$ cat src/rtl/bist_response_analyzer.sv
// bist_response_analyzer: MISR compaction of CUT responses plus a golden-signature compare.
// Define BIST_CYCLE_CHECK_EN to count compactions and also require CYCLES==EXP_CYCLES for PASS.
module bist_response_analyzer #(
    parameter int           W          = 8,
    parameter logic [W-1:0] POLY       = 8'h1D,
    parameter logic [W-1:0] SEED       = 8'hFF,
    parameter logic [W-1:0] GOLDEN     = 8'hE3,
    parameter int           EXP_CYCLES = 90
) (
    input  logic         CLK,
    input  logic         RESET,
    input  logic         START,
    input  logic         RUNNING,
    input  logic         BIST_END,
    input  logic [W-1:0] RESP,
    output logic [W-1:0] SIGNATURE,
    output logic [7:0]   CYCLES,
    output logic         DONE,
    output logic         PASS
);

    localparam logic [1:0] ST_IDLE    = 2'd0;
    localparam logic [1:0] ST_ACTIVE  = 2'd1;
    localparam logic [1:0] ST_COMPARE = 2'd2;
    localparam logic [1:0] ST_DONE    = 2'd3;

    logic [1:0]   state_q;
    logic [1:0]   state_d;
    logic [W-1:0] sig_q;
    logic [W-1:0] sig_d;
    logic [W-1:0] misr_next;
    logic         done_q;
    logic         done_d;
    logic         pass_q;
    logic         pass_d;
    logic         load_seed;
    logic         compact;
    logic         sig_match;
    logic         cycle_ok;

    // Shift left, fold the outgoing MSB back through the taps, then absorb the response word.
    assign misr_next = {sig_q[W-2:0], 1'b0} ^ (sig_q[W-1] ? POLY : '0) ^ RESP;
    assign sig_match = (sig_q == GOLDEN);

    // START restarts from any state and outranks BIST_END.
    assign load_seed = START;
    assign compact   = (state_q == ST_ACTIVE) && RUNNING && !START;

    always_comb begin
        state_d = state_q;
        if (load_seed) begin
            state_d = ST_ACTIVE;
        end else begin
            case (state_q)
                ST_IDLE:    state_d = ST_IDLE;
                ST_ACTIVE:  state_d = BIST_END ? ST_COMPARE : ST_ACTIVE;
                ST_COMPARE: state_d = ST_DONE;
                ST_DONE:    state_d = ST_DONE;
                default:    state_d = ST_IDLE;
            endcase
        end
    end

    always_comb begin
        sig_d  = sig_q;
        done_d = done_q;
        pass_d = pass_q;
        if (load_seed) begin
            sig_d  = SEED;
            done_d = 1'b0;
            pass_d = 1'b0;
        end else if (compact) begin
            sig_d = misr_next;
        end else if (state_q == ST_COMPARE) begin
            done_d = 1'b1;
            pass_d = sig_match && cycle_ok;
        end
    end

    always_ff @(posedge CLK or posedge RESET) begin
        if (RESET) begin
            state_q <= ST_IDLE;
            sig_q   <= '0;
            done_q  <= 1'b0;
            pass_q  <= 1'b0;
        end else begin
            state_q <= state_d;
            sig_q   <= sig_d;
            done_q  <= done_d;
            pass_q  <= pass_d;
        end
    end

`ifdef BIST_CYCLE_CHECK_EN
    localparam logic [31:0] EXP_COUNT = 32'(EXP_CYCLES);

    logic [7:0] cycle_cnt;

    // Saturating count of compacted cycles; 255 only matches if EXP_CYCLES is 255.
    always_ff @(posedge CLK or posedge RESET) begin
        if (RESET) begin
            cycle_cnt <= 8'd0;
        end else if (load_seed) begin
            cycle_cnt <= 8'd0;
        end else if (compact && (cycle_cnt != 8'hFF)) begin
            cycle_cnt <= cycle_cnt + 8'd1;
        end
    end

    assign cycle_ok = ({24'd0, cycle_cnt} == EXP_COUNT);
    assign CYCLES   = cycle_cnt;
`else
    assign cycle_ok = 1'b1;
    assign CYCLES   = 8'd0;
`endif

    assign SIGNATURE = sig_q;
    assign DONE      = done_q;
    assign PASS      = pass_q;

endmodule

$ cat config.mk
export PLATFORM = sky130hd
export DESIGN_NAME = bist_response_analyzer
export DESIGN_NICKNAME = d
export VERILOG_FILES = /design/src/rtl/bist_response_analyzer.sv
export SDC_FILE = /design/constraint.sdc
export NUM_CORES = 1
export LEC_CHECK = 0
export ABC_CLOCK_PERIOD_IN_PS = 1100
export BUFFER_PORTS_ARGS = -buffer_cell sky130_fd_sc_hd__buf_2
export CAP_MARGIN = 20
export CORE_UTILIZATION = 42
export CTS_BUF_LIST = sky130_fd_sc_hd__clkbuf_8
export DETAILED_ROUTE_END_ITERATION = 12
export PLACE_DENSITY = 0.78
export SLEW_MARGIN = 20
export SYNTH_ARGS = -nofsm -noshare
export SYNTH_HDL_FRONTEND = slang
export SYNTH_SLANG_ARGS = --single-unit
$ cat constraint.sdc
create_clock -name CLK -period 1.1 [get_ports CLK]
set_clock_uncertainty 0.1 [all_clocks]
set_input_delay 0.22 -clock CLK [delete_from_list [all_inputs] [get_ports CLK]]
set_output_delay 0.22 -clock CLK [all_outputs]
set_load 0.01 [all_outputs]
==> results of run 1 <==
==> cells by family after synthesis <==
family / count (synthesis)
AO/OA/AOI/OAI: 12
XOR/XNOR: 11
flip-flops: 12
other: 1
buffers and inverters: 11
AND/OR/NAND/NOR: 11
==> power groups by stage <==
stage                     logic (mW)  registers, mW  clock network [mW]
after floorplan                0.175          0.530                   0
after global placement         0.253          0.521                   0
after detailed placement       0.259          0.524                   0
after CTS                      0.348          0.515               0.492
after global routing           0.460          0.525               0.504
final                          0.433          0.519               0.483
==> critical path, stage by stage, from the launching register on <==
cell	delay, ps
dfrtp_1	390
buf_6	120
buf_6	110
==> state kept, by name, indices dropped and copies added, names as in the netlist <==
register and count:
state_q 2, PASS 1, DONE 1, SIGNATURE 8
==> metal layers <==
layer,GRT usage (%),wire [µm]
met1,21.3,627
met2,35.3,864
met3,1.29,57
met4,7.50,42
met5,0,0
==> area by class of cell <==
class / count / area [µm²] / share of cell area (%)
Timing Repair Buffer: 41 / 298 / 27.0
Inverter: 2 / 11.3 / 1.02
Clock buffer: 4 / 55.1 / 4.98
Tap cell: 16 / 20.0 / 1.81
Sequential cell: 12 / 304 / 27.5
Multi-Input combinational cell: 42 / 417 / 37.7
==> repair_timing <==
action,CTS,global route
pin swaps,2,5
hold endpoints to repair,12,0
hold buffers,1,0
setup endpoints to repair,17,28
resized for setup,10,14
setup buffers,11,2
==> placed cells by master, fill, tap and decap left out, types with 2 or more instances in the layout <==
master	instances
buf_2	19
buf_4	14
dfrtp_1	9
conb_1	8
a2bb2oi_2	7
buf_6	6
xnor2_1	4
nor2_1	4
clkbuf_8	4
dfrtp_2	3
xor2_2	3
xnor2_2	3
a21oi_1	2
==> worst max-delay path by stage <==
stage / from / to / slack [ps]
after floorplan: SIGNATURE[7] / SIGNATURE[2] / -30
after global placement: SIGNATURE[7] / SIGNATURE[2] / -20
after detailed placement: state_q[1] / SIGNATURE[1] / -70
after CTS: SIGNATURE[2] / SIGNATURE[2] / -70
after global routing: SIGNATURE[2] / SIGNATURE[2] / -110
final: SIGNATURE[2] / SIGNATURE[2] / -80
==> stage by stage <==
step / hold slack [ps] / TNS, ps / power [mW] / setup WS [ps]
detailed placement: 157 / -413 / 0.782 / -70.4
CTS: 67.5 / -260 / 1.35 / -74.9
global route: 72.9 / -742 / 1.49 / -106
finish: 64.7 / -318 / 1.44 / -75.1
global placement: 146 / -81.1 / 0.774 / -21.3
floorplan: -15.3 / -56.9 / 0.706 / -28.5
==> flow_summary.yaml, run 1 <==
global_route:
  grt_use_total_pct: 18.6
  antenna_found_initial: 0
  grt_pass1_wl_um: 2420
  overflow: 0
  grt_max_degree: 13
  grt_pass1_vias: 548
sta:
  post-route-min-period_ps: 1180
  finalWorstSetupSlack_ps: -75.1
  setup_viol: 10
  final_hold_viol_count: 0
  period_share_pct: 107
  fmax_mhz: 851
  slew_viol_final: 0
  rsz0062_at_grt: "true"
synth:
  synth.top_cell.area_share_pct: 44.5
  yosysMostFrequentCell: "dfrtp_1"
  ys_types: 20
  synth_top_family_by_area: "XOR/XNOR gates"
  synth-compound-area-share_pct: 15.4
  synthMuxAreaShare_pct: 0
  synth_area_leader_cell: "dfrtp_1"
  synth_xor_area_share_pct: 16.5
  synth_warnings: 0
  synth-edff-count: 0
  synth-simple-area-share_pct: 11.3
  syn_area_per_cell_um2: 11.6
  synth_fa_ha_area_share_pct: 0
  synthCells: 58
  netlist_area_um2: 674
  ys_async_sr_fraction_pct: 100
  ys_top_cells_by_count: "dfrtp_1, a2bb2oi_1, buf_4, xnor2_1, nor2_1"
  ys_seq_area_share_pct: 44.5
  synth_ff_type: "dfrtp_1"
  ys_ff_latch: 12
  synth_area_leaders: "dfrtp_1, a2bb2oi_1, xnor2_1, buf_4, xor2_2"
die:
  die_w_um: 42.1
  initial_core_util_pct: 44.8
  io_pins: 31
  die-area_um2: 1770
  rows: 14
  die_y_um: 42.1
  core_um2: 1510
run_status:
  failed_checks: "negative setup slack"
  status: "finished with violations"
clock_network:
  ctsLongestPathBuffers: 2
  cts_buffers: 3
  htreeDepth: 1
  cts_tree: "built"
  cts.clk_slew.worst_paths_ps: 50
  cts.sinks: 12
  clk_latency_ps: 240
  cts-root-buf: "clkbuf_8"
detailed_routing:
  drcViolationCount: 0
  detail-route-antenna-nets: 0
  wl_per_cell_um: 13.6
  num_vias: 553
  routed_wl_um: 1590
  vias_per_cell: 4.73
  drt_iter0_drc: 6
  firstDrtPassIters: 4
hold_path:
  hp-class: "input pin to flop"
  hold_depth: 2
  whs_endpoint: "state_q[0]"
  min_from: "BIST_END"
placed_design:
  post-place-cells: 99
  place.gp.congestion: 0.748
  numPortBuffers: 22
  placedInstanceArea_um2: 797
  dpl.hpwl_um: 979
setup_path:
  ff2ff_path_depth: 4
  worst_setup_path_end_kind: "output port"
  arrival_ps: 860
  worst-path-max-fanout: 2
  crit_type: "flop to output port"
  worstSetupStartpointType: "flop"
  r2r-end: "SIGNATURE[1]"
  reg2reg_slack_ps: -40
  critical_path_required_ps: 780
  timing.rr.start: "state_q[0]"
layout:
  fin_cells: 117
  utilization_pct: 73.3
  finalNetCount: 115
  synthToLayoutAreaGrowth_pct: 63.8
  fillerInstances: 107
  finalInstanceArea_um2: 1100
  insertedDiodeCount: 0
  drive_gt1_share_pct: 65.3
pwr:
  cellLeakagePower_nw: 0.496
  peakVddDrop_mv: 1.07
  powerDensity_nw_per_um2: 1300
  p_int_mw: 1.05
  switchingPower_uw: 389
  power_frac_clock_pct: 33.6
  pwr-share-comb_pct: 30.2
  p_seq_share_pct: 36.2
  swShare_pct: 27.1
job:
  max_cap_violations: 0
No activity file was read; power rests on OpenSTA's default activity.
==> run 2, diff against run 1 <==
- CTS_BUF_LIST: sky130_fd_sc_hd__clkbuf_8 -> sky130_fd_sc_hd__clkbuf_4
==> flow_summary.yaml, run 2 (synthesis gave the netlist of run 1 again) <==
run_status:
  status: "finished with violations"
  failed_checks: "negative setup slack"
setup_path:
  arrival_ps: 890
  ff2ff_path_depth: 2
  path_buf_inv: 2
  cp_slowest_stage_delay_ps: 390
  path_depth: 2
  crit_chain: "buf_6 > buf_6"
  crit_type: "flop to output port"
  worst-path-max-fanout: 2
  critical_path_required_ps: 780
  cp_common_cell: "buf_6"
  cp_top_family: "flip-flops"
  crit_slowest_cell: "dfrtp_1"
  worstSetupStartpointType: "flop"
  worst_setup_path_end_kind: "output port"
clock_network:
  cts_buffers: 3
  cts_tree: "built"
  ctsLongestPathBuffers: 2
  cts-root-buf: "clkbuf_4"
  cts.sinks: 12
  cts.clk_slew.worst_paths_ps: 80
  htreeDepth: 1
  clk_latency_ps: 270
global_route:
  overflow: 0
  antenna_found_initial: 0
  grt_pass1_wl_um: 2390
  grt_max_degree: 13
  grt_pass1_vias: 521
  grt_use_total_pct: 18.3
detailed_routing:
  wl_per_cell_um: 12.5
  firstDrtPassIters: 4
  vias_per_cell: 4.68
  drt_iter0_drc: 5
  routed_wl_um: 1460
  num_vias: 548
  drcViolationCount: 0
  detail-route-antenna-nets: 0
hold_path:
  hp-class: "input pin to flop"
  hold_depth: 2
sta:
  fmax_mhz: 827
  finalWorstSetupSlack_ps: -109
  setup_viol: 17
  final_hold_viol_count: 0
  rsz0062_at_grt: "true"
  post-route-min-period_ps: 1210
  hold_slack_ps: 37.5
  period_share_pct: 110
  slew_viol_final: 0
pwr:
  cellLeakagePower_nw: 0.469
  powerDensity_nw_per_um2: 1150
  fin_total_pwr_mw: 1.18
  peakVddDrop_mv: 0.642
placed_design:
  place.gp.congestion: 0.748
  dpl.hpwl_um: 979
  numPortBuffers: 22
layout:
  insertedDiodeCount: 0
  finalNetCount: 115
  layout_commonest_cell: "buf_2"
  multi_input_area_um2: 388
  largest_reg_flops: 8
  seqCellArea_um2: 303
  synthToLayoutAreaGrowth_pct: 51.8
  fillerInstances: 129
  most-common-layout-cells: "buf_2, buf_4, dfrtp_1"
  utilization_pct: 67.9
  drive_gt1_share_pct: 60.4
die:
  die_w_um: 42.1
  core_um2: 1510
  rows: 14
  die_y_um: 42.1
  die-area_um2: 1770
  io_pins: 31
  initial_core_util_pct: 44.8
job:
  max_cap_violations: 0
[run 2: final timing paths]
kind	startpoint	end	slack, ps
worst max-delay path	SIGNATURE[2]	SIGNATURE[2]	-110
worst min-delay path	BIST_END	state_q[0]	40
worst max register to register	state_q[1]	SIGNATURE[7]	-40
worst min register to register	DONE	DONE	490
max in group asynchronous	RESET	SIGNATURE[7]	150
min in group asynchronous	RESET	SIGNATURE[5]	410
[run 2: report_power, final]
| part | internal (mW) | leakage (nW) | total [mW] | switching, mW |
|---|---|---|---|---|
| sequential | 0.475 | 0.124 | 0.508 | 0.0327 |
| combinational | 0.219 | 0.329 | 0.386 | 0.168 |
| clock | 0.131 | 0.0154 | 0.281 | 0.150 |
| total | 0.825 | 0.469 | 1.18 | 0.351 |
[run 2: final cells by class]
| type | instances | share of cell area, % |
|---|---|---|
| multi-input combinational | 42 | 37.9 |
| tap | 16 | 1.96 |
| inverter | 2 | 0.733 |
| clock inverter | 1 | 0.367 |
| sequential | 12 | 29.6 |
| clock buffer | 3 | 2.20 |
| timing repair buffer | 41 | 27.3 |
[run 2: worst register-to-register path, stage by stage, from the launching register on]
cell       delay [ps]
dfrtp_2           460
o21bai_4          320
a2bb2oi_2         180
[run 2: what timing repair did]
item	CTS	global route
resized for setup	14	4
hold endpoints to repair	12	0
buffers inserted	13	0
endpoints found under the setup margin	19	19
pin swaps	10	4
hold buffers	1	0
[run 2: metal layers]
| metal | vias up | share of wire [%] | GRT usage (%) |
|---|---|---|---|
| li1 | 267 | - | - |
| met1 | 267 | 41 | 21.5 |
| met2 | 14 | 55 | 34.1 |
| met5 | - | 0 | 0 |
| met3 | 0 | 3.3 | 3.88 |
| met4 | 0 | 0 | 3.75 |
[run 2: through the flow]
stage	instance area (µm²)	cells	setup WS (ps)	setup TNS, ps
after floorplan	701	65	-28.5	-56.9
after global placement	797	99	-21.3	-81.1
after detailed placement	797	99	-70.4	-413
after CTS	998	117	-114	-580
after global routing	1020	117	-153	-1130
final	1020	117	-109	-509
==> run 3, diff against run 2 <==
- ABC_AREA: not set -> 1
- CORE_MARGIN: not set -> 5
- CORE_UTILIZATION: 42 -> 43
- TNS_END_PERCENT: not set -> 1
==> flow_summary.yaml, run 3 <==
clock_network:
  htreeDepth: 1
  clk_latency_ps: 260
  cts_tree: "built"
  cts_buffers: 3
  cts.sinks: 12
  ctsLongestPathBuffers: 2
  cts-root-buf: "clkbuf_4"
  cts.clk_slew.worst_paths_ps: 70
job:
  max_cap_violations: 0
hold_path:
  hold_depth: 2
  hp-class: "input pin to flop"
  whs_endpoint: "state_q[0]"
  min_from: "BIST_END"
synth:
  synth.top_cell.area_share_pct: 42.0
  ys_ff_latch: 12
  yosysMostFrequentCell: "nand2_1"
  ys_seq_area_share_pct: 42.0
  synth_ff_type: "dfrtp_1"
  synthCells: 94
  ys_top_cells_by_count: "nand2_1, dfrtp_1, inv_1"
  synth_area_leader_cell: "dfrtp_1"
  ys_types: 18
  netlist_area_um2: 716
  ys_async_sr_fraction_pct: 100
  synth_area_leaders: "dfrtp_1, nand2_1, buf_4, inv_1, xnor2_1"
  synth-edff-count: 0
  syn_area_per_cell_um2: 7.61
  synth_warnings: 0
detailed_routing:
  wl_per_cell_um: 11.3
  drcViolationCount: 0
  vias_per_cell: 4.78
  routed_wl_um: 1620
  firstDrtPassIters: 4
  drt_iter0_drc: 12
  num_vias: 689
  detail-route-antenna-nets: 0
layout:
  most-common-layout-cells: "nand2_1, buf_2, inv_1"
  fillerInstances: 120
  synthToLayoutAreaGrowth_pct: 37.4
  utilization_pct: 63.8
  drive_gt1_share_pct: 38.3
  largest_reg_flops: 8
  layout_commonest_cell: "nand2_1"
  finalNetCount: 143
  insertedDiodeCount: 0
pwr:
  powerDensity_nw_per_um2: 1100
  switchingPower_uw: 330
  p_int_uw: 755
  swShare_pct: 30.4
  fin_total_pwr_mw: 1.08
  pwr-share-comb_pct: 29.2
  cellLeakagePower_nw: 0.523
  peakVddDrop_mv: 0.627
  p_seq_share_pct: 47.2
  power_frac_clock_pct: 23.6
sta:
  finalWorstSetupSlack_ps: -101
  slew_viol_final: 0
  period_share_pct: 109
  post-route-min-period_ps: 1200
  fmax_mhz: 833
  rsz0062_at_grt: "true"
  setup_viol: 15
  final_hold_viol_count: 0
setup_path:
  arrival_ps: 880
  timing.rr.start: "SIGNATURE[7]"
  worstSetupStartpointType: "flop"
  reg2reg_slack_ps: -70
  ff2ff_path_depth: 7
  crit_type: "flop to output port"
  r2r-end: "SIGNATURE[3]"
  worst-path-max-fanout: 2
  worst_setup_path_end_kind: "output port"
  cp-startpoint: "SIGNATURE[1]"
  critical_path_required_ps: 780
global_route:
  antenna_found_initial: 0
  grt_pass1_vias: 674
  overflow: 0
  grt_max_degree: 13
  grt_use_total_pct: 12.9
  grt_pass1_wl_um: 2630
die:
  die_y_um: 50.8
  core_um2: 1540
  rows: 14
  initial_core_util_pct: 46.4
  die-area_um2: 2580
  io_pins: 31
  die_w_um: 50.8
placed_design:
  place.gp.congestion: 0.798
  dpl.hpwl_um: 1240
  numPortBuffers: 22
  post-place-ws_ps: -80.1
run_status:
  failed_checks: "negative setup slack"
  status: "finished with violations"
## run 3: cell types whose count changed after synthesis, sizes merged, moves of 3 or more
cell | previous run | this run
inv | 2 | 16
a21oi | 2 | 7
nor2 | 4 | 7
xnor2 | 8 | 5
a2bb2oi | 8 | 0
xor2 | 3 | 0
nand2 | 1 | 22
nand3 | 1 | 9
## run 3: metrics by stage
stage                     cell area (µm²)  TNS, ps  cells  hold WS (ps)
final                                 983     -866    144          83.3
after global routing                  983    -1700    144          62.6
after CTS                             946     -680    142          73.6
after detailed placement              845     -251    135           158
after global placement                845     -126    135           142
after floorplan                       748        0    101         -15.3
## run 3: worst max-delay path by stage
stage / endpoint / slack (ps) / cells past startpoint
floorplan: SIGNATURE[4] / 4 / 7
global route: SIGNATURE[1] / -140 / 2
detailed placement: PASS / -80 / 4
global placement: PASS / -90 / 4
CTS: SIGNATURE[1] / -100 / 2
finish: SIGNATURE[1] / -100 / 2
## run 3: routing by layer
| metal | routed length, µm | part of all wire (%) | vias to the layer above | track usage (%) |
|---|---|---|---|---|
| met4 | 23 | 1.4 | 0 | 5.96 |
| met1 | 703 | 43 | 308 | 15.9 |
| met5 | 0 | 0 | - | 0 |
| li1 | - | - | 344 | - |
| met3 | 141 | 8.7 | 2 | 3.55 |
| met2 | 752 | 46 | 35 | 20.7 |
## run 3: worst max-delay path, stage by stage (launching register included)
cell,delay [ps]
dfrtp_1,390
buf_6,120
buf_6,110
## run 3: cell families (layout without fill, tap and decap cells)
logic type | Yosys count | count (layout) | share of synthesized area (%)
xor gates and xnor gates | 5 | 5 | 6.12
AOI/OAI and AO/OA | 9 | 9 | 6.64
and+or+nand+nor | 42 | 42 | 26.9
buffers and inverters | 25 | 52 | 17.8
DFF | 12 | 12 | 42.0
other | 1 | 8 | 0.524
## run 3: cell type report
| type | instances | area [µm²] | share of cell area [%] |
|---|---|---|---|
| clock buffer | 3 | 22.5 | 2.29 |
| inverter | 16 | 62.6 | 6.36 |
| multi-input combinational | 64 | 342 | 34.7 |
| sequential | 12 | 303 | 30.8 |
| tap | 16 | 20.0 | 2.04 |
| timing repair buffer | 33 | 234 | 23.8 |
## run 3: repair_timing
action	in CTS	in global routing
hold buffers	1	0
endpoints found under the hold margin	12	0
pin swaps	2	1
resized for setup	7	6
setup buffers	3	2
endpoints found under the setup margin	13	19
## run 3: power groups by stage
stage | sequential (mW) | clock (mW) | combinational [mW]
after floorplan | 0.526 | 0 | 0.166
after global placement | 0.519 | 0 | 0.244
after detailed placement | 0.520 | 0 | 0.250
after CTS | 0.508 | 0.262 | 0.299
after global routing | 0.517 | 0.297 | 0.348
final | 0.512 | 0.256 | 0.316
